$ cat config.mk
export PLATFORM = sky130hd
export DESIGN_NAME = carry_select_adder
export DESIGN_NICKNAME = d
export VERILOG_FILES = /design/src/rtl/carry_select_adder_pkg.sv /design/src/rtl/carry_select_adder_rca_block.sv /design/src/rtl/carry_select_adder.sv
export SDC_FILE = /design/constraint.sdc
export NUM_CORES = 1
export LEC_CHECK = 0
export CAP_MARGIN = 20
export CORE_AREA = 4 4 41 43
export DETAILED_ROUTE_END_ITERATION = 10
export DIE_AREA = 0 0 45 47
export GPL_TIMING_DRIVEN = 0
export SLEW_MARGIN = 20
export SYNTH_ARGS = -nofsm -noshare
export SYNTH_HDL_FRONTEND = slang
export SYNTH_SLANG_ARGS = --single-unit
$ cat constraint.sdc
create_clock -name vclk -period 1.85
set_input_delay 0.185 -clock vclk [all_inputs]
set_output_delay 0.185 -clock vclk [all_outputs]
set_load 0.01 [all_outputs]
$ cat src/rtl/carry_select_adder_pkg.sv
// Shared helpers for the carry-select adder: the full-adder equation used by every
// ripple block, and the default geometry.
package carry_select_adder_pkg;

    localparam int DEF_WIDTH = 4;
    localparam int DEF_BLOCK = 2;

    // Returns {carry_out, sum_bit}.
    function automatic logic [1:0] full_add(input logic x, input logic y, input logic ci);
        return {(x & y) | (x & ci) | (y & ci), x ^ y ^ ci};
    endfunction

endpackage

$ cat src/rtl/carry_select_adder_rca_block.sv
// BLOCK-bit ripple-carry adder built from full-adder equations; one of these
// forms each half of a carry-select stage.
module rca_block
    import carry_select_adder_pkg::*;
#(
    parameter int BLOCK = DEF_BLOCK
) (
    input  logic [BLOCK-1:0] a,
    input  logic [BLOCK-1:0] b,
    input  logic             cin,
    output logic [BLOCK-1:0] s,
    output logic             co
);

    always_comb begin : p_ripple
        logic c;
        c = cin;
        s = '0;
        for (int i = 0; i < BLOCK; i++) begin
            {c, s[i]} = full_add(a[i], b[i], c);
        end
        co = c;
    end

endmodule

$ cat src/rtl/carry_select_adder.sv
// WIDTH-bit carry-select adder: block 0 ripples from cin, each upper block picks
// between precomputed carry-in-0 / carry-in-1 results. Optional output register.
module carry_select_adder
    import carry_select_adder_pkg::*;
#(
    parameter int WIDTH   = DEF_WIDTH,
    parameter int BLOCK   = DEF_BLOCK,
    parameter bit REG_OUT = 1'b0
) (
    input  logic             clk,
    input  logic             rst_n,
    input  logic [WIDTH-1:0] a,
    input  logic [WIDTH-1:0] b,
    input  logic             cin,
    output logic [WIDTH-1:0] sum,
    output logic             cout
);

    localparam int NBLK = WIDTH / BLOCK;

    if ((WIDTH % BLOCK) != 0 || WIDTH < BLOCK) begin : g_bad_geometry
        $error("carry_select_adder: WIDTH must be a non-zero multiple of BLOCK");
    end

    logic [WIDTH-1:0] sum_c;
    logic [WIDTH:0]   res_d;

    for (genvar k = 0; k < NBLK; k++) begin : g_blk
        logic c_in;
        logic c_out;

        if (k == 0) begin : g_first
            assign c_in = cin;
            rca_block #(.BLOCK(BLOCK)) u_rca (
                .a   (a[BLOCK-1:0]),
                .b   (b[BLOCK-1:0]),
                .cin (c_in),
                .s   (sum_c[BLOCK-1:0]),
                .co  (c_out)
            );
        end else begin : g_sel
            logic [BLOCK-1:0] s0, s1;
            logic             c0, c1;

            assign c_in = g_blk[k-1].c_out;

            rca_block #(.BLOCK(BLOCK)) u_rca0 (
                .a   (a[k*BLOCK +: BLOCK]),
                .b   (b[k*BLOCK +: BLOCK]),
                .cin (1'b0),
                .s   (s0),
                .co  (c0)
            );
            rca_block #(.BLOCK(BLOCK)) u_rca1 (
                .a   (a[k*BLOCK +: BLOCK]),
                .b   (b[k*BLOCK +: BLOCK]),
                .cin (1'b1),
                .s   (s1),
                .co  (c1)
            );

            // Ternary select lets an X carry merge both candidates rather than hide one.
            assign sum_c[k*BLOCK +: BLOCK] = c_in ? s1 : s0;
            assign c_out                   = c_in ? c1 : c0;
        end
    end

    assign res_d = {g_blk[NBLK-1].c_out, sum_c};

    if (REG_OUT) begin : g_reg
        logic [WIDTH:0] res_q;

        always_ff @(posedge clk or negedge rst_n) begin
            if (!rst_n) begin
                res_q <= '0;
            end else begin
                res_q <= res_d;
            end
        end

        assign {cout, sum} = res_q;
    end else begin : g_comb
        // Clock and reset have no function in the combinational build.
        logic unused_clk_rst;
        assign unused_clk_rst = clk ^ rst_n;
        assign {cout, sum}    = res_d;
    end

endmodule

Word level (Yosys, flattened, before mapping)
Cells that the tools add are included.
Operators by class
  muxes and demuxes: 2
  bitwise operators: 31
Operators by type and width (number)
  1-bit AND: 12
  1-bit OR: 10
  1-bit bitwise XOR: 8
  2-bit 2-to-1 mux: 1
  1-bit 2-to-1 mux: 1
  1-bit NOT: 1
Storage, ports and cells
  flip-flop bits (word level): 0
  bits of input ports: 11
  output and inout port bits: 5
  word-level logic and storage cells: 33

Logic depth before layout (Yosys ltp)
Gate-level depths: netlist of run 1.
  word-level depth: 7
  mapped depth: 7
  depth with buffers taken out: 7

Cells and area by module
Synthesis of run 1 repeated with hierarchy kept, for this count alone.
Unflattened totals
  cell total of the unflattened synthesis: 35
  area, all modules: 251.5 µm²
Modules (own cells, without submodules)
  rca_block: instances 3, cells each 10, area an instance 70.1 µm², seq. area each 0.0 µm²
  carry_select_adder: instances 1, cells each 5, area an instance 41.3 µm², seq. area each 0.0 µm²

Worst setup path before layout of run 1
OpenSTA, ideal clock, no wires.
  kind: in2out
  start point: input a[0]
  end point: output sum[3]
  data arrival time: 1.249 ns
  data required time: 1.665 ns
  path slack: 0.416 ns
  stages on the path: 7
  buffers on the path: 0
  cells stage by stage: inv_1 fa_1 inv_1 fa_1 nand2_1 o21ai_2 xnor2_1
Between the ends
  word-level cells in the longest chain between the ends: 7
  elaborated cells between the ends (all ways): 9
  classes of those cells: 1 x mux; 8 x bitwise
RTL lines
  from (decl): RTL line carry_select_adder.sv:12  | input logic [WIDTH-1:0] a,
  1-bit AND: RTL line carry_select_adder_pkg.sv:10  | return {(x & y) | (x & ci) | (y & ci), x ^ y ^ ci};
  1-bit OR * (2 in series): RTL line carry_select_adder_pkg.sv:10
  1-bit AND: RTL line carry_select_adder_pkg.sv:10
  1-bit OR: RTL line carry_select_adder_pkg.sv:10
  1-bit OR *: RTL line carry_select_adder_pkg.sv:10
  2-bit 2-to-1 mux *: RTL line carry_select_adder.sv:63  | assign sum_c[k*BLOCK +: BLOCK] = c_in ? s1 : s0;
  to (decl): RTL line carry_select_adder.sv:15  | output logic [WIDTH-1:0] sum,
Every way passes the cells marked *; elsewhere a longest branch is shown, timed or not.

Worst setup path after layout of run 1
  start point: input b[0]
  end point: output sum[3]
Between the ends
  word-level cells in the longest chain between the ends: 7
  elaborated cells between the ends (all ways): 9
  classes of those cells: 1 x mux; 8 x bitwise
RTL lines
  from (decl): RTL line carry_select_adder.sv:13  | input logic [WIDTH-1:0] b,
  1-bit AND: RTL line carry_select_adder_pkg.sv:10
  1-bit OR: RTL line carry_select_adder_pkg.sv:10
  1-bit OR *: RTL line carry_select_adder_pkg.sv:10
  1-bit AND: RTL line carry_select_adder_pkg.sv:10
  1-bit OR: RTL line carry_select_adder_pkg.sv:10
  1-bit OR *: RTL line carry_select_adder_pkg.sv:10
  2-bit 2-to-1 mux *: RTL line carry_select_adder.sv:63
Marked as above.

==> results.tsv, run 1 <==
stage	metric	value	unit
power	Final Power	88.2	uW
floorplan	Chip Height	47	microns
timing	Final Hold Violating Endpoints	0	
timing	Slew @ Worst Pin	0.141	ns
worst_setup_path	Critical Path AT	1.51	ns
routing	WL per Instance	7.26	microns
worst_setup_path	Top delay family on crit path	adder cells	
final_layout	Area Growth Syn to Fin	103	%
floorplan	# rows	13	
place	Post-DP HPWL	290	microns
worst_setup_path	Crit Path Max Fanout	3	
timing	f_max	0.588	GHz
routing	drt pass-1 iters	1	
timing	worst rel slew slack	90.6	%
timing	fin. max-slew vios	0	
worst_setup_path	Critical Path Max Stage Delay	0.36	ns
routing	vias per cell	3.17	
place	placed instance area	304	sq um
place	gpl congestion	0.642	
floorplan	die width	45	microns
worst_setup_path	Critical Path, Cell by Cell	dlygate4sd2_1 -> inv_1 -> fa_2 -> inv_2 -> fa_2 -> nand2_1 -> o21ai_2 -> xnor2_1 -> buf_2	
yosys	syn avg cell area	8.06	sq um
run	Max Cap Violations	0	
yosys	sequential fraction of the synthesis area	0	%
floorplan	initial core utilization	11.2	%
final_layout	Final Cell Area	295	sq um
worst_setup_path	Crit path top cell by count	fa_2	
floorplan	total core area	1300	sq um
global_route	largest net degree at the start of global routing	4	
power	worst vdd ir	0.0934	mV
final_layout	Core Util, Final	22.7	%
routing	Initial DRC Count	0	
floorplan	Ports	16	
worst_setup_path	Setup CP Type	in2out	
global_route	vias in the first global route	167	
worst_setup_path	Buf/Inv on CP	4	
timing	Final TNS setup	0	ns
place	Placed Cells	47	
global_route	initial antenna violation count	0	
worst_setup_path	Worst EP required	1.66	ns
final_layout	multi-input logic area	124	sq um
yosys	cells after synthesis	18	
worst_setup_path	Setup crit end kind	output pin	
routing	Routed WL	341	microns
final_layout	FFs & Latches	0	
power	PwrDens	299	nW/um^2
yosys	ranking of synthesized cells by area	fa_1 (28%), ha_1 (26%), inv_1 (18%)	
worst_hold_path	worst hold path class	in2out	
final_layout	fin nets	50	
timing	Tcrit/Tclk final	91.9	%
yosys	Post-Syn Area	145	sq um
routing	vias	149	
place	post-place setup slack	-0.598	ns
final_layout	non-filler instance count after layout	47	
timing	Fin Hold WS	1.08	ns
yosys	Synth top area share	27.6	%
yosys	number of synthesis warnings	0	
global_route	first-pass GRT wire length	600	microns
cts	# hold bufs at CTS	0	
timing	Setup WS post-layout	0.151	ns
place	port bufs	14	
worst_setup_path	Startpoint Class	input port	
outcome	status	completed	
power	Leak	0.147	nW
final_layout	clkbuf count	0	
cts	Setup Buffers After CTS	0	
floorplan	DIE AREA	2120	sq um
yosys	post-synthesis cell type count	9	
final_layout	ant diodes	0	
timing	setup violators final	0	
yosys	area leader, netlist	fa_1	
final_layout	area occupied by registers	0	sq um
timing	RSZ-0062 raised after global routing	false	
yosys	total nets after synthesis	34	
global_route	total global routing overflow	0	
routing	ANT nets after route	0	
final_layout	Fillers	162	
worst_setup_path	Slowest cell on crit path	fa_2	
final_layout	layout cells sized above 1	21.9	%
routing	number of remaining DRC errors	0	
global_route	All-Layer GR Usage	3.55	%
timing	Tmin final	1.70	ns
worst paths after layout:
check / from / to / slack (ns) / cells past startpoint
setup / recovery: b[0] / sum[3] / 0.15 / 9
hold / removal: a[3] / cout / 1.08 / 4
tightest hold or removal path, cell delays in order:
cell and delay (ns):
clkdlybuf4s50_1 0.43, nor2_1 0.09, o21bai_1 0.06, buf_2 0.13
per-layer routing:
metal  track usage (%)  wire, microns  vias to the layer above
met3                 0             49                        0
met5                 0              0                        -
met4                 0              0                        0
li1                  -              -                       80
met1              4.31            159                       59
met2              7.34            133                       10
cells by family (layout without fill, tap and decap cells):
| logic type | after synthesis | in the layout | share of synthesized area [%] |
|---|---|---|---|
| fa+ha+maj | 5 | 5 | 53.5 |
| buf+inv | 7 | 21 | 18.1 |
| simple gates | 2 | 2 | 5.17 |
| compound gates | 2 | 2 | 11.2 |
| xor+xnor | 2 | 2 | 12.1 |
layout make-up:
class                      count  area share [%]
inverter                       7            8.90
multi-input combinational     11            41.9
tap                           15            6.36
timing repair buffer          14            42.8
Yosys cell counts:
cell      count
xor2_1        1
o21ai_2       1
nand2_1       1
fa_1          2
xnor2_1       1
ha_1          3
inv_1         7
nor2_1        1
o21bai_1      1
placed cells by master, fill, tap and decap left out:
cell type,synthesis,final
buf_2,0,2
clkdlybuf4s15_1,0,2
clkdlybuf4s50_1,0,7
dlygate4sd2_1,0,3
fa_2,0,2
ha_1,3,3
inv_1,7,5
inv_2,0,2
nand2_1,1,1
nor2_1,1,1
o21ai_2,1,1
o21bai_1,1,1
xnor2_1,1,1
xor2_1,1,1
timing repair:
item / 4_1_cts / 5_1_grt
setup endpoints to repair: 5 / 1
gates resized for setup: 19 / 0
pin swaps: 4 / 1
where the power goes:
part	switching, mW	internal, mW	total, mW
clock	0	0	0
combinational	0.0378	0.0504	0.0882
sequential	0	0	0
total	0.0378	0.0504	0.0882
(Power assumes the default switching activity.)
==> run 2, diff against run 1 <==
--- a/config.mk
+++ b/config.mk
@@ -10,6 +10,7 @@
 export DETAILED_ROUTE_END_ITERATION = 10
 export DIE_AREA = 0 0 45 47
 export GPL_TIMING_DRIVEN = 0
+export PLACE_DENSITY_LB_ADDON = 0.2
 export SLEW_MARGIN = 20
 export SYNTH_ARGS = -nofsm -noshare
 export SYNTH_HDL_FRONTEND = slang
==> results.tsv, run 2 (synthesis gave the netlist of run 1 again) <==
stage	metric	value	unit	change
worst_setup_path	Setup CP Type	in2out		unchanged
power	PwrDens	298	nW/um^2	was 299 nW/um^2
worst_setup_path	Critical Path AT	1.53	ns	was 1.51 ns
worst_hold_path	hold wc startpoint	a[3]		unchanged
routing	DRT met1 WL	155	microns	was 159 microns
routing	met3 WL post-DR	70	microns	was 49 microns
global_route	initial antenna violation count	0		unchanged
timing	worst rel slew slack	90.6	%	about the same
routing	highest routed layer	met3		unchanged
final_layout	multi-input logic area	124	sq um	unchanged
final_layout	most common cell after layout, fill and taps aside	clkdlybuf4s50_1		unchanged
routing	Routed WL	386	microns	was 341 microns
routing	routed wl met2	160	microns	was 133 microns
routing	ANT nets after route	0		unchanged
place	gpl congestion	0.657		was 0.642
worst_setup_path	Setup crit end kind	output pin		unchanged
timing	Tmin final	1.71	ns	was 1.70 ns
timing	f_max	0.584	GHz	was 0.588 GHz
global_route	largest net degree at the start of global routing	4		unchanged
worst_setup_path	Startpoint Class	input port		unchanged
timing	setup violators final	0		unchanged
timing	Tcrit/Tclk final	92.6	%	was 91.9%
final_layout	Area Growth Syn to Fin	103	%	about the same
final_layout	area occupied by registers	0	sq um	unchanged
timing	fin. max-slew vios	0		unchanged
cts	Setup Buffers After CTS	0		unchanged
timing	Slew @ Worst Pin	0.141	ns	about the same
floorplan	# rows	13		unchanged
floorplan	die width	45	microns	unchanged
global_route	first-pass GRT wire length	565	microns	was 600 microns
final_layout	Fillers	153		was 162
power	worst vdd ir	0.0827	mV	was 0.0934 mV
final_layout	layout cells sized above 1	25.0	%	was 21.9%
routing	WL per Instance	8.21	microns	was 7.26 microns
floorplan	DIE AREA	2120	sq um	unchanged
timing	RSZ-0062 raised after global routing	false		unchanged
worst_setup_path	Worst EP required	1.66	ns	about the same
worst_hold_path	worst hold path class	in2out		unchanged
place	placed instance area	304	sq um	unchanged
final_layout	non-filler instance count after layout	47		unchanged
place	Post-DP HPWL	367	microns	was 290 microns
global_route	vias in the first global route	151		was 167
floorplan	Ports	16		unchanged
final_layout	fin nets	50		unchanged
timing	Final Hold Violating Endpoints	0		unchanged
final_layout	most frequent cells in the layout	clkdlybuf4s50_1 (7), inv_1 (4), dlygate4sd2_1 (4)		was clkdlybuf4s50_1 (7), inv_1 (5), ha_1 (3), dlygate4sd2_1 (3)
final_layout	FFs & Latches	0		unchanged
routing	drt pass-1 iters	1		unchanged
final_layout	ant diodes	0		unchanged
routing	vias	153		was 149
floorplan	Chip Height	47	microns	unchanged
place	port bufs	14		unchanged
routing	vias per cell	3.26		was 3.17
worst_setup_path	worst setup path endpoint	sum[3]		unchanged
floorplan	total core area	1300	sq um	unchanged
timing	Fin Hold WS	1.08	ns	about the same
run	Max Cap Violations	0		unchanged
final_layout	clkbuf count	0		unchanged
floorplan	initial core utilization	11.2	%	unchanged
power	Leak	0.146	nW	was 0.147 nW
worst_setup_path	Crit Path Max Fanout	3		unchanged
routing	number of remaining DRC errors	0		unchanged
global_route	total global routing overflow	0		unchanged
outcome	status	completed		unchanged
worst_setup_path	Worst setup startpoint	b[0]		unchanged
final_layout	Final Cell Area	294	sq um	was 295 sq um
worst_setup_path	Critical Path, Cell by Cell	dlygate4sd2_1 -> inv_2 -> fa_2 -> inv_2 -> fa_2 -> nand2_1 -> o21ai_2 -> xnor2_1 -> buf_2		was dlygate4sd2_1 -> inv_1 -> fa_2 -> inv_2 -> fa_2 -> nand2_1 -> o21ai_2 -> xnor2_1 -> buf_2
place	Placed Cells	47		unchanged
global_route	All-Layer GR Usage	3.48	%	was 3.55%
worst_setup_path	Critical Path Max Stage Delay	0.36	ns	about the same
worst_setup_path	Slowest cell on crit path	fa_2		unchanged
routing	Initial DRC Count	0		unchanged
-- run 2: cell types whose count changed in the layout (fill, tap and decap cells not counted), sizes merged --
| cell | previous run | this run |
|---|---|---|
| dlygate4sd2 | 3 | 4 |
| clkdlybuf4s15 | 2 | 1 |
-- run 2: report_power, final --
group          leakage [nW]  total (mW)  switching [mW]  internal [mW]
Sequential                0           0               0              0
Combinational         0.146      0.0877          0.0380         0.0497
Clock                     0           0               0              0
Total                 0.146      0.0877          0.0380         0.0497
-- run 2: how the worst min path moves through the flow --
stage | cells after the start | end
finish | 4 | cout
global route | 4 | cout
CTS | 4 | cout
detailed placement | 4 | cout
global placement | 4 | cout
floorplan | 2 | cout
-- run 2: area by class of cell --
class	count	area share, %
well taps	15	6.38
multi-input cells	11	42.1
inverters	7	8.94
repair buffers	14	42.6
-- run 2: through the flow --
step | total power, mW | TNS [ns] | worst slack [ns] | utilization (%)
2_1_floorplan | 0.0408 | 0 | 0.416 | -
3_5_place_dp | 0.102 | -2.14 | -0.614 | 23.4
4_1_cts | 0.0903 | 0 | 0.0867 | 22.6
6_report | 0.0877 | 0 | 0.137 | 22.6
3_3_place_gp | 0.0998 | -2.03 | -0.598 | 23.4
5_1_grt | 0.0972 | 0 | 0.0255 | 22.6
-- run 2: timing repair --
action,4_1_cts,5_1_grt
resized for setup,19,0
pin swaps,4,1
endpoints found under the setup margin,5,1
hold buffers,0,0
-- run 2: critical path, delay by kind of cell --
| family | cells | cell delay [ns] |
|---|---|---|
| fa+ha+maj | 2 | 0.55 |
| simple gates | 1 | 0.08 |
| xor+xnor | 1 | 0.15 |
| compound gates | 1 | 0.06 |
| buf+inv | 4 | 0.49 |
-- run 2: metal layers --
metal,vias to the layer above,GRT usage (%)
met5,-,0
li1,79,-
met1,60,3.64
met4,0,0
met3,0,0.383
met2,14,7.63
